--- src/rtl/mem_arb_pkg.sv ---
// Shared types and default sizing for the instruction/data memory port arbiter.
package mem_arb_pkg;

  localparam int unsigned ARB_ADDR_W = 32;
  localparam int unsigned ARB_DATA_W = 32;

  typedef enum logic [2:0] {
    StIdle,
    StMemCmd,
    StMemRsp,
    StIfCmd,
    StIfRsp,
    StDone
  } arb_state_t;

endpackage

--- src/rtl/mem_port_arbiter.sv ---
// Serialises fetch and data accesses onto one single-outstanding bus port, stalling the
// pipeline until every access requested in the current pipeline cycle has completed.
module mem_port_arbiter
  import mem_arb_pkg::*;
#(
  parameter int unsigned ADDR_W = ARB_ADDR_W,
  parameter int unsigned DATA_W = ARB_DATA_W
) (
  input  logic                clk,
  input  logic                rst,
  input  logic                if_req,
  input  logic [ADDR_W-1:0]   if_addr,
  output logic [DATA_W-1:0]   if_rdata,
  input  logic                mem_req,
  input  logic                mem_we,
  input  logic [DATA_W/8-1:0] mem_wstrb,
  input  logic [ADDR_W-1:0]   mem_addr,
  input  logic [DATA_W-1:0]   mem_wdata,
  output logic [DATA_W-1:0]   mem_rdata,
  output logic                bus_valid,
  input  logic                bus_ready,
  output logic                bus_we,
  output logic [DATA_W/8-1:0] bus_wstrb,
  output logic [ADDR_W-1:0]   bus_addr,
  output logic [DATA_W-1:0]   bus_wdata,
  input  logic                bus_rvalid,
  input  logic [DATA_W-1:0]   bus_rdata,
  output logic                axi_stall
);

  arb_state_t state_q, state_d;

  logic                hold_if_q;
  logic                hold_mem_q;
  logic                hold_we_q;
  logic [DATA_W/8-1:0] hold_wstrb_q;
  logic [ADDR_W-1:0]   hold_iaddr_q;
  logic [ADDR_W-1:0]   hold_maddr_q;
  logic [DATA_W-1:0]   hold_wdata_q;
  logic [DATA_W-1:0]   if_rdata_q;
  logic [DATA_W-1:0]   mem_rdata_q;
  logic                any_req;

  assign any_req   = if_req | mem_req;
  assign if_rdata  = if_rdata_q;
  assign mem_rdata = mem_rdata_q;

  always_comb begin
    state_d   = state_q;
    bus_valid = 1'b0;
    bus_we    = 1'b0;
    bus_wstrb = '0;
    bus_addr  = '0;
    bus_wdata = '0;
    axi_stall = 1'b1;
    unique case (state_q)
      StIdle: begin
        axi_stall = any_req;
        // Data access always goes first within a pipeline cycle.
        if (mem_req) begin
          state_d = StMemCmd;
        end else if (if_req) begin
          state_d = StIfCmd;
        end
      end
      StMemCmd: begin
        bus_valid = 1'b1;
        bus_we    = hold_we_q;
        bus_wstrb = hold_wstrb_q;
        bus_addr  = hold_maddr_q;
        bus_wdata = hold_wdata_q;
        if (bus_ready) state_d = StMemRsp;
      end
      StMemRsp: begin
        if (bus_rvalid) state_d = hold_if_q ? StIfCmd : StDone;
      end
      StIfCmd: begin
        bus_valid = 1'b1;
        bus_addr  = hold_iaddr_q;
        if (bus_ready) state_d = StIfRsp;
      end
      StIfRsp: begin
        if (bus_rvalid) state_d = StDone;
      end
      StDone: begin
        axi_stall = 1'b0;
        state_d   = StIdle;
      end
      default: begin
        axi_stall = 1'b0;
        state_d   = StIdle;
      end
    endcase
  end

  always_ff @(posedge clk) begin
    if (rst) begin
      state_q      <= StIdle;
      hold_if_q    <= 1'b0;
      hold_mem_q   <= 1'b0;
      hold_we_q    <= 1'b0;
      hold_wstrb_q <= '0;
      hold_iaddr_q <= '0;
      hold_maddr_q <= '0;
      hold_wdata_q <= '0;
      if_rdata_q   <= '0;
      mem_rdata_q  <= '0;
    end else begin
      state_q <= state_d;
      if (state_q == StIdle && any_req) begin
        hold_if_q    <= if_req;
        hold_mem_q   <= mem_req;
        hold_we_q    <= mem_we;
        hold_wstrb_q <= mem_wstrb;
        hold_iaddr_q <= if_addr;
        hold_maddr_q <= mem_addr;
        hold_wdata_q <= mem_wdata;
      end
      // A write acknowledge carries no load data.
      if (state_q == StMemRsp && bus_rvalid && hold_mem_q && !hold_we_q) begin
        mem_rdata_q <= bus_rdata;
      end
      if (state_q == StIfRsp && bus_rvalid) begin
        if_rdata_q <= bus_rdata;
      end
    end
  end

endmodule

--- config.mk ---
export PLATFORM = sky130hd
export DESIGN_NAME = mem_port_arbiter
export DESIGN_NICKNAME = d
export VERILOG_FILES = /design/src/rtl/mem_arb_pkg.sv /design/src/rtl/mem_port_arbiter.sv
export SDC_FILE = /design/constraint.sdc
export NUM_CORES = 1
export LEC_CHECK = 0
export CAP_MARGIN = 0
export CORE_UTILIZATION = 43
export DETAILED_ROUTE_END_ITERATION = 8
export PLACE_DENSITY = 0.8
export SETUP_SLACK_MARGIN = 0.4
export SLEW_MARGIN = 15
export SYNTH_ARGS = -nofsm -noshare
export SYNTH_HDL_FRONTEND = slang
export SYNTH_SLANG_ARGS = --single-unit
--- constraint.sdc ---
create_clock -name clk -period 1.72 [get_ports clk]
set_input_delay 0.344 -clock clk [delete_from_list [all_inputs] [get_ports clk]]
set_output_delay 0.344 -clock clk [all_outputs]
set_load 0.02 [all_outputs]
==> results of run 1 <==
-- synth_stat cells (all sizes together) --
master,number,area (um^2)
nand2,336,1260
nand2b,2,12.5
buf,39,230
and2b,1,7.51
nor2b,4,25.0
a211oi,1,7.51
inv,3,11.3
nor2,36,140
a21o,1,7.51
and4bb,1,12.5
a21oi,169,850
dfxtp,170,3400
a31o,1,8.76
nand3,2,10.0
a21bo,1,10.0
or3b,1,8.76
and2,38,238
o21ai,3,15.0
nor3,4,31.3
and3,2,12.5
a2bb2oi,1,8.76
o21a,1,7.51
mux2i,32,320
clkbuf,29,109
-- metrics by stage --
stage               std cells  cell area, um^2  worst slack [ps]  TNS [ps]
finish                   1434            12700              -444    -35840
global route             1434            12700              -468    -44820
CTS                      1387            11200              -334    -28400
detailed placement       1333            10400              -275    -13140
global placement         1333            10400              -247     -9910
floorplan                 878             7280               258         0
-- where the power goes --
part	internal [mW]	switching [mW]	leakage [nW]
clock network	2.27	1.69	0.289
registers	4.75	0.787	1.39
logic	6.66	6.17	3.36
total	13.7	8.65	5.04
-- registers in the layout, summed over array words and instances, names as in the netlist --
name          flops
hold_wstrb_q      4
if_rdata         32
hold_iaddr_q     32
state_q           3
hold_mem_q        1
hold_if_q         1
hold_we_q         1
hold_wdata_q     32
mem_rdata        32
hold_maddr_q     32
-- critical path: stages, from the launching register on --
cell and delay, ps:
dfxtp_4 400, buf_6 140, buf_8 120, buf_6 120
nor3_4 210, buf_6 140, and2b_4 180, buf_12 150
buf_6 110, buf_12 130, nand2_2 80, a21oi_2 270
-- routing by layer --
metal,vias up,part of all wire
li1,3495,-
met1,3686,0.37
met2,397,0.50
met3,127,0.076
met4,0,0.056
met5,-,0
-- final cells by class --
type / count / area (um^2) / area share
Timing Repair Buffer: 380 / 4210 / 0.332
Multi-Input combinational cell: 637 / 4180 / 0.330
Sequential cell: 170 / 3410 / 0.269
Clock buffer: 20 / 467 / 0.0368
Tap cell: 211 / 264 / 0.0208
Clock inverter: 12 / 136 / 0.0108
Inverter: 3 / 11.3 / 0.000888
Antenna cell: 1 / 2.50 / 0.000197
-- worst paths after layout --
path	endpoint	cells past startpoint
min	if_rdata[28]	2
max	hold_iaddr_q[20]	11
min reg2reg	if_rdata[0]	2
max reg2reg	hold_iaddr_q[20]	11
-- timing repair --
item | 4_1_cts | 5_1_grt
hold buffers | 0 | 0
buffers inserted | 16 | 28
setup endpoints to repair | 303 | 268
pin swaps | 5 | 90
gates cloned | 6 | 18
resized for setup | 593 | 264
-- cell families (layout without fill, tap and decap cells) --
group	after synthesis	in the layout	share of synthesized area
compound gates	178	178	0.136
other cells	0	1	0
buf+inv	71	415	0.0519
simple gates	427	427	0.261
flops	170	170	0.504
mux	32	32	0.0475
-- layout by cell type (no fill, tap or decap), types with 2 or more instances in the layout --
cell and n:
nor2b_1 4, o21ai_0 2, clkinv_4 2, and3_1 2, buf_16 7, buf_2 50
a21oi_2 58, buf_6 70, nand2_4 37, clkbuf_2 4, clkbuf_16 32, mux2i_4 24
inv_1 3, bufinv_16 2, buf_8 12, a21oi_1 111, dfxtp_2 2, nor2_1 3
nor3_1 3, inv_6 3, nor2_2 12, nand2_1 267, nand3_1 2, clkdlybuf4s50_1 152
and2_4 35, clkbuf_8 3, and2_2 2, nor2_4 21, nand2_2 32, buf_4 41
dfxtp_1 167, mux2i_1 2, clkinv_2 2, mux2i_2 6, clkinvlp_4 3, buf_12 28
==> impl_metrics.csv, run 1 <==
group,metric,value,unit
yosys,synth_warnings,0,
finish,fin_nets,1348,
timing,fin_crit,2160,ps
detailed_routing,drt_wl_total,29800,um
yosys,synth_area,0.00675,mm^2
die,die_h,127,um
grt,antenna_found_initial,1,
grt,use_met2,0.467,
timing,setup_viol,179,
timing,finClkSkew,11.3,ps
detailed_routing,wire_per_inst,20.8,um
detailed_routing,via_per_inst,5.37,
power_and_ir_drop,p_per_area,1760,mW/mm^2
clocking,clk_pin_slew,70,ps
place,port_buffers,273,
die,num_rows,45,
finish,fin_util,0.831,
critical_path,r2r-start,"state_q[1]",
clocking,htree_levels,4,
run_status,status,"complete, but fails checks",
finish,layout-drive-gt1-share,0.405,
grt,top_usage_layer,"met2",
run_status,violations,"negative setup slack",
timing,slew_headroom,0.706,
grt,grt_pass1_wl,33900,um
yosys,ys_seq_area_frac,0.504,
timing,whs,245,ps
finish,n_fill_cell,835,
detailed_routing,drc,0,
place,dp_hpwl,14300,um
timing,rsz0062_at_grt,"true",
critical_path,worstPathArrival,2480,ps
critical_path,crit_required,2040,ps
grt,use_met1,0.308,
detailed_routing,drtIter0Drc,630,
yosys,synth_seq_cells,170,
clocking,clk_latency,430,ps
detailed_routing,num_vias,7705,
timing,hold_viol,0,
hold_path,min_from,"rst",
yosys,syn_inst,878,
power_and_ir_drop,leakage,5.04,nW
grt,track_usage,0.269,
critical_path,r2r_slack,-440,ps
critical_path,crit_fanout,6,
detailed_routing,ant_nets,0,
timing,worst_pin_slew,441,ps
timing,drv_slew,0,
critical_path,crit_path_start_kind,"flop",
clocking,clkSinkCount,170,
die,start_util,0.442,
power_and_ir_drop,ir_drop,1.14,mV
grt,grt_pass1_vias,6764,
clocking,cts_tree,"done",
place,gp_congestion,0.799,
critical_path,startpoint,"state_q[1]",
clocking,cts-root-buf,"clkbuf_16",
yosys,yosysUniqueCellTypes,28,
grt,grt_max_degree,68,
critical_path,timing.setup.critical_path_class,"reg -> reg",
clocking,clk_path_buf_depth,2,
job,drv_cap,0,
clocking,numCtsBuffers,17,
die,coreArea,0.0153,mm^2
critical_path,end_kind,"flop",
die,fp.dieArea,0.0162,mm^2
detailed_routing,firstDrtPassIters,5,
hold_path,hold_class,"in -> reg",
die,ios,274,
die,die_w,127,um
yosys,syn_nets,1017,
finish,area_growth,87.9,%
timing,setup_ws,-444,ps
grt,grt_util_met3,0.0716,
grt,grt_overflow_total,0,
yosys,syn_area_per_cell,7.69,um^2
timing,timing.fmax,462,MHz
timing,fin_crit_sh,1.26,
power_and_ir_drop,total_power,22.3,mW
Power figures use the tool's default switching activity.
==> run 2, diff against run 1 <==
- SETUP_SLACK_MARGIN: 0.4 -> unset
- clock period: 1.72 -> 2.3 ns (I/O delays scaled with it)
==> run 2 against run 1 <==
- the run now ends clean
- die area unchanged
- largest power group unchanged
- via count down 16%
- routed wire length down 37%
- utilization decreased by 15 points
==> impl_metrics.csv, run 2 (synthesis results as in run 1) <==
group,metric,value,unit
grt,grt_overflow_total,0,
power_and_ir_drop,p_switching,3.97,mW
power_and_ir_drop,total_power,11.1,mW
place,gp_congestion,0.787,
power_and_ir_drop,leakage,4.09,nW
grt,antenna_found_initial,0,
power_and_ir_drop,combinationalPowerShare,0.379,
finish,design_area,0.0103,mm^2
finish,final_common_cell,"nand2_1",
power_and_ir_drop,p_per_area,1080,mW/mm^2
critical_path,worstPathArrival,1780,ps
place,port_buffers,273,
timing,setup_viol,0,
die,coreArea,0.0153,mm^2
detailed_routing,ant_nets,0,
timing,hold_viol,0,
power_and_ir_drop,netSwitchingFraction,0.356,
die,start_util,0.442,
detailed_routing,via_per_inst,4.79,
timing,timing.fmax,446,MHz
die,fp.dieArea,0.0162,mm^2
place,dp_cells,1321,
clocking,clk_path_buf_depth,2,
timing,fin_crit_sh,0.974,
die,die_w,127,um
timing,fin_tns_setup,0,ps
critical_path,cpMaxStageDelayCell,"clkdlybuf4s50_1",
clocking,cts_tree,"done",
clocking,postCtsHoldBufs,0,
power_and_ir_drop,ir_drop,0.685,mV
finish,multiInputGateArea,0.00301,mm^2
place,dp_hpwl,12900,um
detailed_routing,drc,0,
clocking,clkSinkCount,170,
critical_path,timing.setup.critical_path_class,"reg -> out",
grt,track_usage,0.234,
grt,grt_pass1_wl,29800,um
clocking,htree_levels,4,
finish,antenna_cells,0,
finish,area.sequential,0.00341,mm^2
finish,layout-drive-gt1-share,0.0604,
finish,area_growth,52.9,%
timing,fin_crit,2240,ps
timing,rsz0062_at_grt,"false",
critical_path,path_buf_inv,3,
power_and_ir_drop,clock_power_share,0.275,
clocking,numCtsBuffers,17,
grt,grt_pass1_vias,6020,
job,drv_cap,0,
critical_path,crit_required,1840,ps
place,placed_area,0.00977,mm^2
detailed_routing,wire_per_inst,13.9,um
timing,worst_pin_slew,396,ps
finish,fin_util,0.676,
die,ios,274,
detailed_routing,firstDrtPassIters,5,
critical_path,cp_cell_sequence,"nand2b_1 -> buf_4 -> inv_1 -> clkdlybuf4s50_1",
timing,slew_headroom,0.736,
finish,final_cell_count_no_fill,1353,
clocking,cts-root-buf,"clkbuf_16",
power_and_ir_drop,sequentialPowerShare,0.346,
critical_path,crit_path_start_kind,"flop",
power_and_ir_drop,power.internal,7.16,mW
die,num_rows,45,
detailed_routing,drt_wl_total,18800,um
detailed_routing,num_vias,6477,
timing,drv_slew,0,
critical_path,max_stage_delay,590,ps
clocking,clk_pin_slew,70,ps
finish,n_fill_cell,1285,
critical_path,critical_path.top_delay_family,"buffers and inverters",
run_status,status,"finished, final reports clean",
critical_path,end_kind,"primary output",
die,die_h,127,um
hold_path,hold_class,"in -> reg",
grt,grt_max_degree,86,
finish,mostFrequentLayoutCells,"nand2_1 (336), clkdlybuf4s50_1 (202), dfxtp_1 (169)",
critical_path,crit_fanout,15,
clocking,clk_latency,420,ps
detailed_routing,drtIter0Drc,412,
finish,fin_nets,1268,
timing,finClkSkew,8.84,ps
run 2: final timing paths:
path / slack [ps] / start / to / cells after the start
worst max register to register: 380 / state_q[1] / hold_maddr_q[3] / 7
worst min-delay path: 440 / rst / hold_maddr_q[25] / 2
worst min register to register: 450 / hold_wdata_q[1] / hold_wdata_q[1] / 2
worst max-delay path: 60 / state_q[2] / bus_valid / 4
run 2: metrics by stage:
stage	hold slack [ps]	worst slack, ps
after floorplan	432	502
after global placement	438	89.2
after detailed placement	442	24.7
after CTS	429	23.0
after global routing	454	1.10
final	438	59.6
run 2: final cells by class:
cell class	instances	area share
sequential	170	0.330
multi-input combinational	637	0.291
timing repair buffer	300	0.290
clock buffer	17	0.0412
tap	211	0.0256
clock inverter	15	0.0202
inverter	3	0.00109
run 2: layer usage:
layer | track usage | up-vias | wire, um
met3 | 0.0599 | 40 | 1090
met4 | 0.112 | 0 | 621
met1 | 0.276 | 2889 | 7860
met2 | 0.396 | 226 | 9200
li1 | - | 3322 | -
met5 | 0 | - | 0
run 2: worst register-to-register path, stage by stage (launching register included):
cell,delay [ps]
dfxtp_4,410
buf_4,190
nor3_4,170
buf_4,160
and2b_2,300
buf_4,350
nand2_1,120
a21oi_1,150
run 2: power groups by stage:
stage	sequential [mW]	combinational, mW	clock, mW
6_report	3.86	4.21	3.06
3_3_place_gp	3.89	4.33	0
4_1_cts	3.86	4.26	3.12
3_5_place_dp	3.92	4.37	0
5_1_grt	3.93	4.64	3.26
2_1_floorplan	3.89	2.70	0
run 2: timing repair:
action                     CTS  global route
buffers inserted             0             0
setup endpoints to repair   70             1
gates resized for setup     71             1
==> edit: new RTL, settings of run 2 <==
Encoding of `arb_state_t`: now one-hot (6 bits for 6 states).
--- a/src/rtl/mem_arb_pkg.sv
+++ b/src/rtl/mem_arb_pkg.sv
@@ -5,11 +5,11 @@
   localparam int unsigned ARB_DATA_W = 32;
 
-  typedef enum logic [2:0] {
-    StIdle,
-    StMemCmd,
-    StMemRsp,
-    StIfCmd,
-    StIfRsp,
-    StDone
+  typedef enum logic [5:0] {
+    StIdle   = 6'b000001,
+    StMemCmd = 6'b000010,
+    StMemRsp = 6'b000100,
+    StIfCmd  = 6'b001000,
+    StIfRsp  = 6'b010000,
+    StDone   = 6'b100000
   } arb_state_t;
 
Function: same outputs for any inputs over 10 cycles, from zero or initial values and one cycle with rst high; not proved beyond that.
==> edit against run 2 <==
Power is 21% lower. Combinational power is 43% lower. Sequential cell count up 3. Wire length up 9.9%. Final area up 3.0%. Worst setup slack lost 0.39 ns. Core utilization rose by 1.5 points. Via count up 1.2%. The flow now finishes with violations (negative setup slack). Synthesized cell count is 5.9% lower. Register-to-register slack lost 0.24 ns. Die area grew 1.5%. Synthesized area grew 1.6%. Sequential power fell by 5%.
==> edit: results (changes against run 2) <==
syn nets=965 (was 1,017); quantity of I/O buffers inserted on ports=273 (unchanged); share of layout cells above drive strength 1=15.7% (was 6.04%); total CTS buffers=17 (unchanged); violated checks=negative setup slack; Fin Setup TNS=-18.78 ns (was 0 ns); clock root buffer=clkbuf_16 (unchanged); final WL=20.6 mm (was 18.8 mm); Setup Skew=0.00792 ns (was 0.00884 ns); CP Max Fanout=5 (was 15); Hold WC Path Type=flop to flop (was input pin to flop); Worst-path clk slew=0.06 ns; DR vias=6,556 (was 6,477); gr usage total=24.6% (was 23.4%); worst-margin pin slew=1.04 ns (was 0.396 ns); largest net degree at the start of global routing=102 (was 86); CP arrival=2.17 ns (was 1.78 ns); initial antenna violation count=0 (unchanged); first-pass GRT wire length=31.6 mm (was 29.8 mm); run status=finished with violations (was finished clean); final setup vio count=71 (was 0); Seq/Total Area, Yosys=50.5% (was 50.4%); worst-case clock buffer depth=2 (unchanged); ys async rst share=0% (unchanged); number of distinct library cells after synthesis=43 (was 28); fin nets=1,234 (was 1,268); clock latency at the later pin of the worst-skew pair=0.42 ns (about the same); DRT Pass-1 Iters=4 (was 5); P_leak=4.33 nW (was 4.09 nW); synth top area cells=dfxtp_1, nand2_1, a21oi_1 (unchanged); # fillers=1,218 (was 1,285); Syn. warnings=0 (unchanged); CTS HTree Levels=4 (unchanged); detailed placer's ending HPWL=13.5 mm (was 12.9 mm); synth cell count leaders=nand2_1, dfxtp_1, a21oi_1, and2_1, nor2_1 (unchanged); Peak supply drop=582 uV (was 685 uV); global placer's final weighted congestion=0.836 (was 0.787); Most used DFF post-synth=dfxtp_1 (unchanged); initial drt markers=397 (was 412); # diodes=0 (unchanged); vias in the first global route=6,334 (was 6,020); setup ws final=-0.329 ns (was 0.0596 ns)
-- edit: changes by cell type in the layout (fill, tap and decap cells not counted), sizes merged, moves of 4 or more --
cell	delta
bufinv	-4
dlygate4sd2	-69
a21oi	-31
nand2	-65
a22o	+32
buf	+84
clkbuf	+9
nand3	+4
inv	-7
-- edit: cells by family (layout without fill, tap and decap cells) --
group                     count (synthesis)  after routing  synth area share [%]
and+or+nand+nor                         377            377                  23.8
buffers and inverters                    66            348                  5.26
DFF                                     173            173                  50.5
xor gates and xnor gates                  2              2                 0.256
AOI/OAI and AO/OA                       176            176                  15.4
muxes                                    32             32                  4.67
-- edit: repair_timing --
action                     4_1_cts  5_1_grt
pin swaps                        2        5
setup endpoints to repair       71       71
buffers inserted                 6        2
gates cloned                     2        2
gates resized for setup        412       12
-- edit: path summary, 6_finish.rpt --
kind / from / end / slack [ns] / cells past startpoint
worst max-delay path: state_q[0] / bus_addr[1] / -0.33 / 7
worst min-delay path: hold_wstrb_q[0] / hold_wstrb_q[0] / 0.45 / 2
worst max register to register: state_q[4] / hold_iaddr_q[31] / 0.14 / 6
worst min register to register: hold_wstrb_q[0] / hold_wstrb_q[0] / 0.45 / 2
-- edit: per-stage QoR --
stage	std cells	hold slack (ns)	setup slack, ns	cell area [um2]
CTS	1316	0.449	-0.394	10600
detailed placement	1276	0.444	-0.348	9820
global route	1319	0.463	-0.405	10600
global placement	1276	0.437	-0.339	9820
floorplan	826	0.432	0.114	6850
finish	1319	0.449	-0.329	10600
-- edit: per-layer routing --
layer  track usage (%)  up-vias  share of wire, %
met2              43.3      222                50
met3              9.31       23               8.7
met1              27.4     3044                40
met4              7.47        0               1.5
met5                 0        -                 0
li1                  -     3267                 -
-- edit: where the power goes --
group	leakage [nW]	total, mW	switching [mW]	internal [mW]
sequential	1.41	3.68	0.237	3.45
clock	0.265	2.68	1.15	1.53
combinational	2.66	2.40	1.36	1.04
total	4.33	8.76	2.75	6.01
-- edit: critical path: stages, from the launching register on --
cell and delay, ns:
dfxtp_2 0.32, or4_4 0.55, nor3b_4 0.22, buf_6 0.16, buf_12 0.12, buf_16 0.11
a22o_1 0.16, buf_6 0.12
-- edit: final cells by class --
cell class / count / area [um2] / share of cell area [%]
clock buffers: 24 / 502 / 4.72
clock inverters: 8 / 57.6 / 0.542
inverters: 1 / 3.75 / 0.0353
multi-input cells: 587 / 3060 / 28.8
flip-flops and latches: 173 / 3470 / 32.6
well taps: 211 / 264 / 2.48
repair buffers: 315 / 3270 / 30.8
